### config.mk
export PLATFORM = sky130hd
export DESIGN_NAME = if_id_stage_flat
export DESIGN_NICKNAME = d
export VERILOG_FILES = /design/src/rtl/if_id_if.sv /design/src/rtl/if_id_stage.sv /design/src/flat_wrapper.sv
export SDC_FILE = /design/constraint.sdc
export NUM_CORES = 1
export LEC_CHECK = 0
export CORE_MARGIN = 1
export CORE_UTILIZATION = 45
export CTS_CLUSTER_DIAMETER = 50
export DETAILED_ROUTE_END_ITERATION = 7
export PLACE_DENSITY = 0.81
export SLEW_MARGIN = 40
export SYNTH_ARGS = -nofsm -noshare
export SYNTH_HDL_FRONTEND = slang
export SYNTH_SLANG_ARGS = --single-unit
export TNS_END_PERCENT = 5
### constraint.sdc
create_clock -name clk -period 4.14 [get_ports clk]
set_input_delay 1.242 -clock clk [delete_from_list [all_inputs] [get_ports clk]]
set_output_delay 1.242 -clock clk [all_outputs]
set_load 0.02 [all_outputs]
### src/rtl/if_id_if.sv
// if_id_if: fetch-side handshake and IF/ID decode bundle between the stage and its neighbours.
`ifndef REGISTER_BITS
`define REGISTER_BITS 4:0
`endif
interface if_id_if #(
  parameter int ADDR_WIDTH  = 32,
  parameter int INSTR_WIDTH = 32
);
  logic                   hold;
  logic                   br_taken;
  logic [ADDR_WIDTH-1:0]  br_target;
  logic [ADDR_WIDTH-1:0]  imem_addr;
  logic [INSTR_WIDTH-1:0] imem_rdata;
  logic                   imem_ready;
  logic [INSTR_WIDTH-1:0] if_id_instr;
  logic [ADDR_WIDTH-1:0]  if_id_pc4;
  logic                   if_id_valid;
  logic [`REGISTER_BITS]  if_id_rs;
  logic [`REGISTER_BITS]  if_id_rt;
  logic                   if_id_branch;
  modport master (
    output hold, br_taken, br_target, imem_rdata, imem_ready,
    input  imem_addr, if_id_instr, if_id_pc4, if_id_valid, if_id_rs, if_id_rt, if_id_branch
  );
  modport slave (
    input  hold, br_taken, br_target, imem_rdata, imem_ready,
    output imem_addr, if_id_instr, if_id_pc4, if_id_valid, if_id_rs, if_id_rt, if_id_branch
  );
endinterface

### src/rtl/if_id_stage.sv
// if_id_stage: MIPS fetch stage and IF/ID register with hold, branch redirect and bubbles.
// Optional IF_STALL_CNT_EN adds saturating hold_cnt/bubble_cnt outputs.
module if_id_stage #(
  parameter int                     ADDR_WIDTH  = 32,
  parameter int                     INSTR_WIDTH = 32,
  parameter logic [ADDR_WIDTH-1:0]  RESET_PC    = '0,
  parameter logic [INSTR_WIDTH-1:0] NOP_INSTR   = '0
) (
  input  logic       clk,
  input  logic       rst,
`ifdef IF_STALL_CNT_EN
  output logic [31:0] hold_cnt,
  output logic [31:0] bubble_cnt,
`endif
  if_id_if.slave     bus
);
  logic [ADDR_WIDTH-1:0]  pc_q, pc_d, pc4_q, pc4_d, pc_plus4;
  logic [INSTR_WIDTH-1:0] instr_q, instr_d;
  logic                   valid_q, valid_d, fetch;
  always_comb begin
    pc_plus4 = pc_q + ADDR_WIDTH'(4);
    fetch    = !bus.hold && !bus.br_taken && bus.imem_ready;
    pc_d     = bus.hold ? pc_q : bus.br_taken ? bus.br_target : bus.imem_ready ? pc_plus4 : pc_q;
    instr_d  = bus.hold ? instr_q : fetch ? bus.imem_rdata : NOP_INSTR;
    pc4_d    = bus.hold ? pc4_q : fetch ? pc_plus4 : '0;
    valid_d  = bus.hold ? valid_q : fetch;
  end
  always_ff @(posedge clk or posedge rst)
    if (rst) begin
      pc_q    <= RESET_PC;
      instr_q <= NOP_INSTR;
      pc4_q   <= '0;
      valid_q <= 1'b0;
    end else begin
      pc_q    <= pc_d;
      instr_q <= instr_d;
      pc4_q   <= pc4_d;
      valid_q <= valid_d;
    end
  // Decode is combinational from the registers so the hazard unit sees it in the same cycle.
  assign bus.imem_addr    = pc_q;
  assign bus.if_id_instr  = instr_q;
  assign bus.if_id_pc4    = pc4_q;
  assign bus.if_id_valid  = valid_q;
  assign bus.if_id_rs     = instr_q[25:21];
  assign bus.if_id_rt     = instr_q[20:16];
  assign bus.if_id_branch = valid_q && (instr_q[31:26] == 6'h04 || instr_q[31:26] == 6'h05);
`ifdef IF_STALL_CNT_EN
  logic [31:0] hold_cnt_q, hold_cnt_d, bubble_cnt_q, bubble_cnt_d;
  always_comb begin
    hold_cnt_d   = (bus.hold && ~&hold_cnt_q) ? hold_cnt_q + 32'd1 : hold_cnt_q;
    bubble_cnt_d = (!bus.hold && (bus.br_taken || !bus.imem_ready) && ~&bubble_cnt_q)
                   ? bubble_cnt_q + 32'd1 : bubble_cnt_q;
  end
  always_ff @(posedge clk or posedge rst)
    if (rst) begin
      hold_cnt_q   <= '0;
      bubble_cnt_q <= '0;
    end else begin
      hold_cnt_q   <= hold_cnt_d;
      bubble_cnt_q <= bubble_cnt_d;
    end
  assign hold_cnt   = hold_cnt_q;
  assign bubble_cnt = bubble_cnt_q;
`endif
endmodule
### src/flat_wrapper.sv
// flat-port wrapper written by rule: the top's interface ports become plain ports
module if_id_stage_flat 
#(
  parameter int                     ADDR_WIDTH  = 32,
  parameter int                     INSTR_WIDTH = 32,
  parameter logic [ADDR_WIDTH-1:0]  RESET_PC    = '0,
  parameter logic [INSTR_WIDTH-1:0] NOP_INSTR   = '0
)
  (clk, rst, bus_hold, bus_br_taken, bus_br_target, bus_imem_rdata, bus_imem_ready, bus_imem_addr, bus_if_id_instr, bus_if_id_pc4, bus_if_id_valid, bus_if_id_rs, bus_if_id_rt, bus_if_id_branch);
  if_id_if #(.ADDR_WIDTH(ADDR_WIDTH), .INSTR_WIDTH(INSTR_WIDTH)) bus_i ();
  input  logic clk;
  input  logic rst;
  input wire logic [$bits(bus_i.hold)-1:0] bus_hold;
  input wire logic [$bits(bus_i.br_taken)-1:0] bus_br_taken;
  input wire logic [$bits(bus_i.br_target)-1:0] bus_br_target;
  input wire logic [$bits(bus_i.imem_rdata)-1:0] bus_imem_rdata;
  input wire logic [$bits(bus_i.imem_ready)-1:0] bus_imem_ready;
  output wire logic [$bits(bus_i.imem_addr)-1:0] bus_imem_addr;
  output wire logic [$bits(bus_i.if_id_instr)-1:0] bus_if_id_instr;
  output wire logic [$bits(bus_i.if_id_pc4)-1:0] bus_if_id_pc4;
  output wire logic [$bits(bus_i.if_id_valid)-1:0] bus_if_id_valid;
  output wire logic [$bits(bus_i.if_id_rs)-1:0] bus_if_id_rs;
  output wire logic [$bits(bus_i.if_id_rt)-1:0] bus_if_id_rt;
  output wire logic [$bits(bus_i.if_id_branch)-1:0] bus_if_id_branch;
  assign bus_i.hold = bus_hold;
  assign bus_i.br_taken = bus_br_taken;
  assign bus_i.br_target = bus_br_target;
  assign bus_i.imem_rdata = bus_imem_rdata;
  assign bus_i.imem_ready = bus_imem_ready;
  assign bus_imem_addr = bus_i.imem_addr;
  assign bus_if_id_instr = bus_i.if_id_instr;
  assign bus_if_id_pc4 = bus_i.if_id_pc4;
  assign bus_if_id_valid = bus_i.if_id_valid;
  assign bus_if_id_rs = bus_i.if_id_rs;
  assign bus_if_id_rt = bus_i.if_id_rt;
  assign bus_if_id_branch = bus_i.if_id_branch;
  if_id_stage #(.ADDR_WIDTH(ADDR_WIDTH), .INSTR_WIDTH(INSTR_WIDTH), .RESET_PC(RESET_PC), .NOP_INSTR(NOP_INSTR)) u_core (.clk(clk), .rst(rst), .bus(bus_i));
endmodule
; Word level (Yosys, flattened, before mapping)
; Cells that the tools add are included.
[totals]
regBits = 97
inputBits = 69
output_inout_bits = 108
[op_classes]
add_sub_neg = 1
n_eq_ne = 2
muxes = 4
n_bitwise = 1
reduce_logical = 8
[ops]
columns = operator, n
row1 = 2-to-1 mux 32 bit, 4
row2 = adder 32 x 3 -> 32 bit (second input constant), 1
row3 = == test 6 x 3 -> 1 bit (second input constant), 2
row4 = logical AND 1 bit, 3
row5 = zero test 1 bit, 2
row6 = AND reduction 2 bit, 1
row7 = nonzero test 2 bit, 1
row8 = logical OR 1 bit, 1
row9 = NOT 1 bit, 1

; Depth between registers and ports, before layout
[logic_depth]
ltp_word = 4
mapped_depth = 8

; Least setup slack after synthesis
; Ideal clock, no wire load.
[synth_path]
path_type = register to output
from = reg u_core.instr_q[29], in the netlist u_core.bus.if_id_instr[29]
to = out bus_if_id_branch
t_arrival_ns = 1.676
required_time_ns = 2.898
setup_slack_ns = 1.222
stages_incl_launch_ff = 3
path_cell_list = dfrtp_1 > or4b_2 > nor3b_1
[synth_via]
elab_chain_len = 3
elab_cells_between_ends = 4
classes_between = eq/ne (2) / reduce/logical (2)
[synth_lines]
columns = item, line_no
row1 = start: declaration, if_id_stage.sv:18  ; logic [INSTR_WIDTH-1:0] instr_q, instr_d;
row2 = start signal: assignment, if_id_stage.sv:36  ; instr_q <= instr_d;
row3 = == test 6 x 3 -> 1 bit, if_id_stage.sv:47  ; assign bus.if_id_branch = valid_q && (instr_q[31:26] == 6'h04 || instr_q[31:26] == 6'h05);
row4 = logical OR 1 bit *, if_id_stage.sv:47
row5 = logical AND 1 bit *, if_id_stage.sv:47
row6 = end: declaration, flat_wrapper.sv:24  ; output wire logic [$bits(bus_i.if_id_branch)-1:0] bus_if_id_branch;
; Mark *: on every way between the ends. The rest lies on a longest branch, timed or not.

; Worst setup path after layout
; Same ends and word-level chain as after synthesis.

==> run metrics <==
worst r2r src u_core.bus.imem_addr[12]; placed instance area 0.00657 mm^2; most common cell in the netlist dfrtp_1; non-filler cells, final 772; Register Area 0.00243 mm^2; final layout net count 701; endpoints failing hold 0; Main synth FF type dfrtp_1; Avg WL per Cell 17.9 um; largest net degree at the start of global routing 50; FF+latch count, synth 97; First-pass DRT Iterations 5; period utilization 85.6%; Power Internal 1590 uW; gate count of the mapped netlist 474; largest family of logic cells by synthesized area compound AO/OA/AOI/OAI gates; worst setup path start u_core.bus.if_id_instr[29]; worst hold path class reg2reg; DR vias 4390; io pins 177; leakage power 0.00279 uW; Std-Cell Rows 37; first-pass GRT wire length 22300 um; clock sinks 97; Slew HR 54.1%; Multi-input gate area 0.00208 mm^2; Critical Path AT 2.30 ns; Area Growth Syn to Fin 42.5%; startpoint types flip-flop; root buffer cell clkbuf_8; total gr overflow 0; Bufs on Longest Clock Path 2; clk slew on worst S/H paths 0.11 ns; Final ANT Viol Nets 0; worst reg-to-reg path cell count 4; CP peak stage delay 0.67 ns; critical path endpoint category output pin; WP data required 2.90 ns; CP Depth 3; Comb pwr share 26.9%; adder-cell share of the synthesized area 0.264%; Post-route DRC 0; pwr/cell area 358 mW/mm^2; ratio of cells with drive above 1 in the final layout 7.23%; vias in the first global route 4291; Starting Density 46.2%; Setup TNS 0 ns; status complete, no violations; fill count 811; Tightest Pin Transition 0.684 ns; Max VDD drop 0.000204 V; top post-synthesis cells by area dfrtp_1, a22o_1, nand2_1; post-synthesis mux area share 0.211%; post-synthesis compound-gate area fraction 20.6%; final hold slack 0.489 ns; Final setup viols 0; Async SR Flop Fraction 100%; Worst Skew 0.0137 ns; FMAX 282 MHz; Net Sw Frac 34.4%; XOR/XNOR share of the synthesized area 5.17%; DR iter-0 viols 303; number of enable flip-flop cells after synthesis 0; total CTS buffers 9; Worst R2R End u_core.bus.imem_addr[21]; min cycle time layout 3.54 ns; post-synth top area share 51.1%; CP delay by family, top simple AND/OR/NAND/NOR gates; Simple-Gate Fraction of Synth Area 17.4%; slowest stage cell, crit path or4b_2; max-slew violation count 0; Seq pwr share 47.7%; RSZ-0062 raised after global routing no; syn_nets 544; hold buffer count at CTS 0; total track usage 25.7%; dpl cells 756; Post-synth top cells dfrtp_1, nand2_1, a22o_1, nor2_1, clkbuf_1; die boundary width 105 um; final RePlAce weighted congestion 0.891; Worst Setup EP bus_if_id_branch; Buffers & Inverters on Critical Path 1; H-tree depth 3; reg2reg setup slack 1.87 ns; CTS resizes 0; Core Box Area 0.0103 mm^2; leading area contributor after synthesis dfrtp_1; synth unique cells 53; Seq/Total Area, Yosys 51.1%; Max Cap Violations 0; critical path fanouts, max 3; Avg Inst Size Synth 10.0 um^2; design area 0.00676 mm^2; worst skew pair latency 0.37 ns; number of diodes 0; yosys warns 0; dpl hpwl 9900 um; critical path cell sequence or4b_2 > nor3b_1 > clkdlybuf4s50_1; final wirelength 13800 um; Psw 831 uW; critical path class reg2out; share of power burned in the clock network 25.4%; initial antenna violation count 0; Synth Cell Area 0.00475 mm^2; postcts setup bufs 0; CTS tree done; die height 105 um; Port-buffer cells 176; die area 0.0110 mm^2; vias per inst 5.69
==> how the worst min path moves through the flow <==
stage	startpoint	cells past startpoint	slack [ns]	end
global placement	u_core.bus.if_id_pc4[14]	1	0.46	u_core.bus.if_id_pc4[14]
floorplan	u_core.bus.if_id_pc4[12]	2	0.59	u_core.bus.if_id_pc4[12]
CTS	u_core.bus.if_id_pc4[14]	1	0.50	u_core.bus.if_id_pc4[14]
finish	u_core.bus.if_id_pc4[14]	1	0.49	u_core.bus.if_id_pc4[14]
global route	u_core.bus.if_id_pc4[10]	2	0.52	u_core.bus.if_id_pc4[10]
detailed placement	u_core.bus.if_id_pc4[14]	1	0.47	u_core.bus.if_id_pc4[14]
==> power groups by stage <==
stage	combinational, uW	clock, uW	sequential [uW]
after floorplan	252	0	1240
after global placement	639	0	1170
after detailed placement	652	0	1170
after CTS	655	619	1150
after global routing	696	655	1170
final	651	614	1150
==> layer usage <==
metal  GRT usage [%]  vias to the layer above  part of all wire (%)
li1                -                     2020                     -
met3            4.68                       28                   7.5
met2            42.7                      208                    50
met5               0                        -                     0
met1            33.0                     2134                    40
met4            10.5                        0                   2.7
==> cell usage in the layout (no fill, tap or decap), drive strengths merged, types with 3 or more instances in the layout <==
cell type	instances
xor2	17
clkdlybuf4s50	175
and3	8
nand2	64
o21ai	40
buf	15
a32oi	4
o22ai	8
o22a	3
nor3	8
nand3	21
a22oi	5
clkbuf	9
nor2	26
xnor2	11
dfrtp	97
a31oi	4
o31a	4
nand4	13
a311o	4
nor4	7
a22o	35
a21oi	19
inv	12
==> registers in the layout, summed over array words and instances, names as in the netlist <==
| signal | cells |
|---|---|
| u_core.bus.if_id_valid | 1 |
| u_core.bus.if_id_instr | 32 |
| u_core.bus.imem_addr | 32 |
| u_core.bus.if_id_pc4 | 32 |
==> cell families after synthesis <==
family / count (synthesis)
mux: 1
simple gates: 154
fa+ha+maj: 1
xor+xnor: 28
compound gates: 141
flops: 97
buf+inv: 52
==> per-stage QoR <==
| step | util (%) | setup slack, ns | power [uW] |
|---|---|---|---|
| floorplan | - | 0.364 | 1490 |
| global placement | 63.9 | 0.833 | 1810 |
| detailed placement | 63.9 | 0.745 | 1820 |
| CTS | 65.8 | 0.579 | 2430 |
| global route | 65.8 | 0.480 | 2520 |
| finish | 65.8 | 0.597 | 2420 |
==> area by class of cell <==
type                    instances  share of cell area [%]
repair buffers                190                    27.5
clock buffers                   9                    1.83
well taps                     136                    2.52
multi-input cells             325                    30.7
flip-flops and latches         97                    35.9
clock inverters                 7                    1.04
inverters                       8                   0.481
Power figures use the tool's default switching activity.
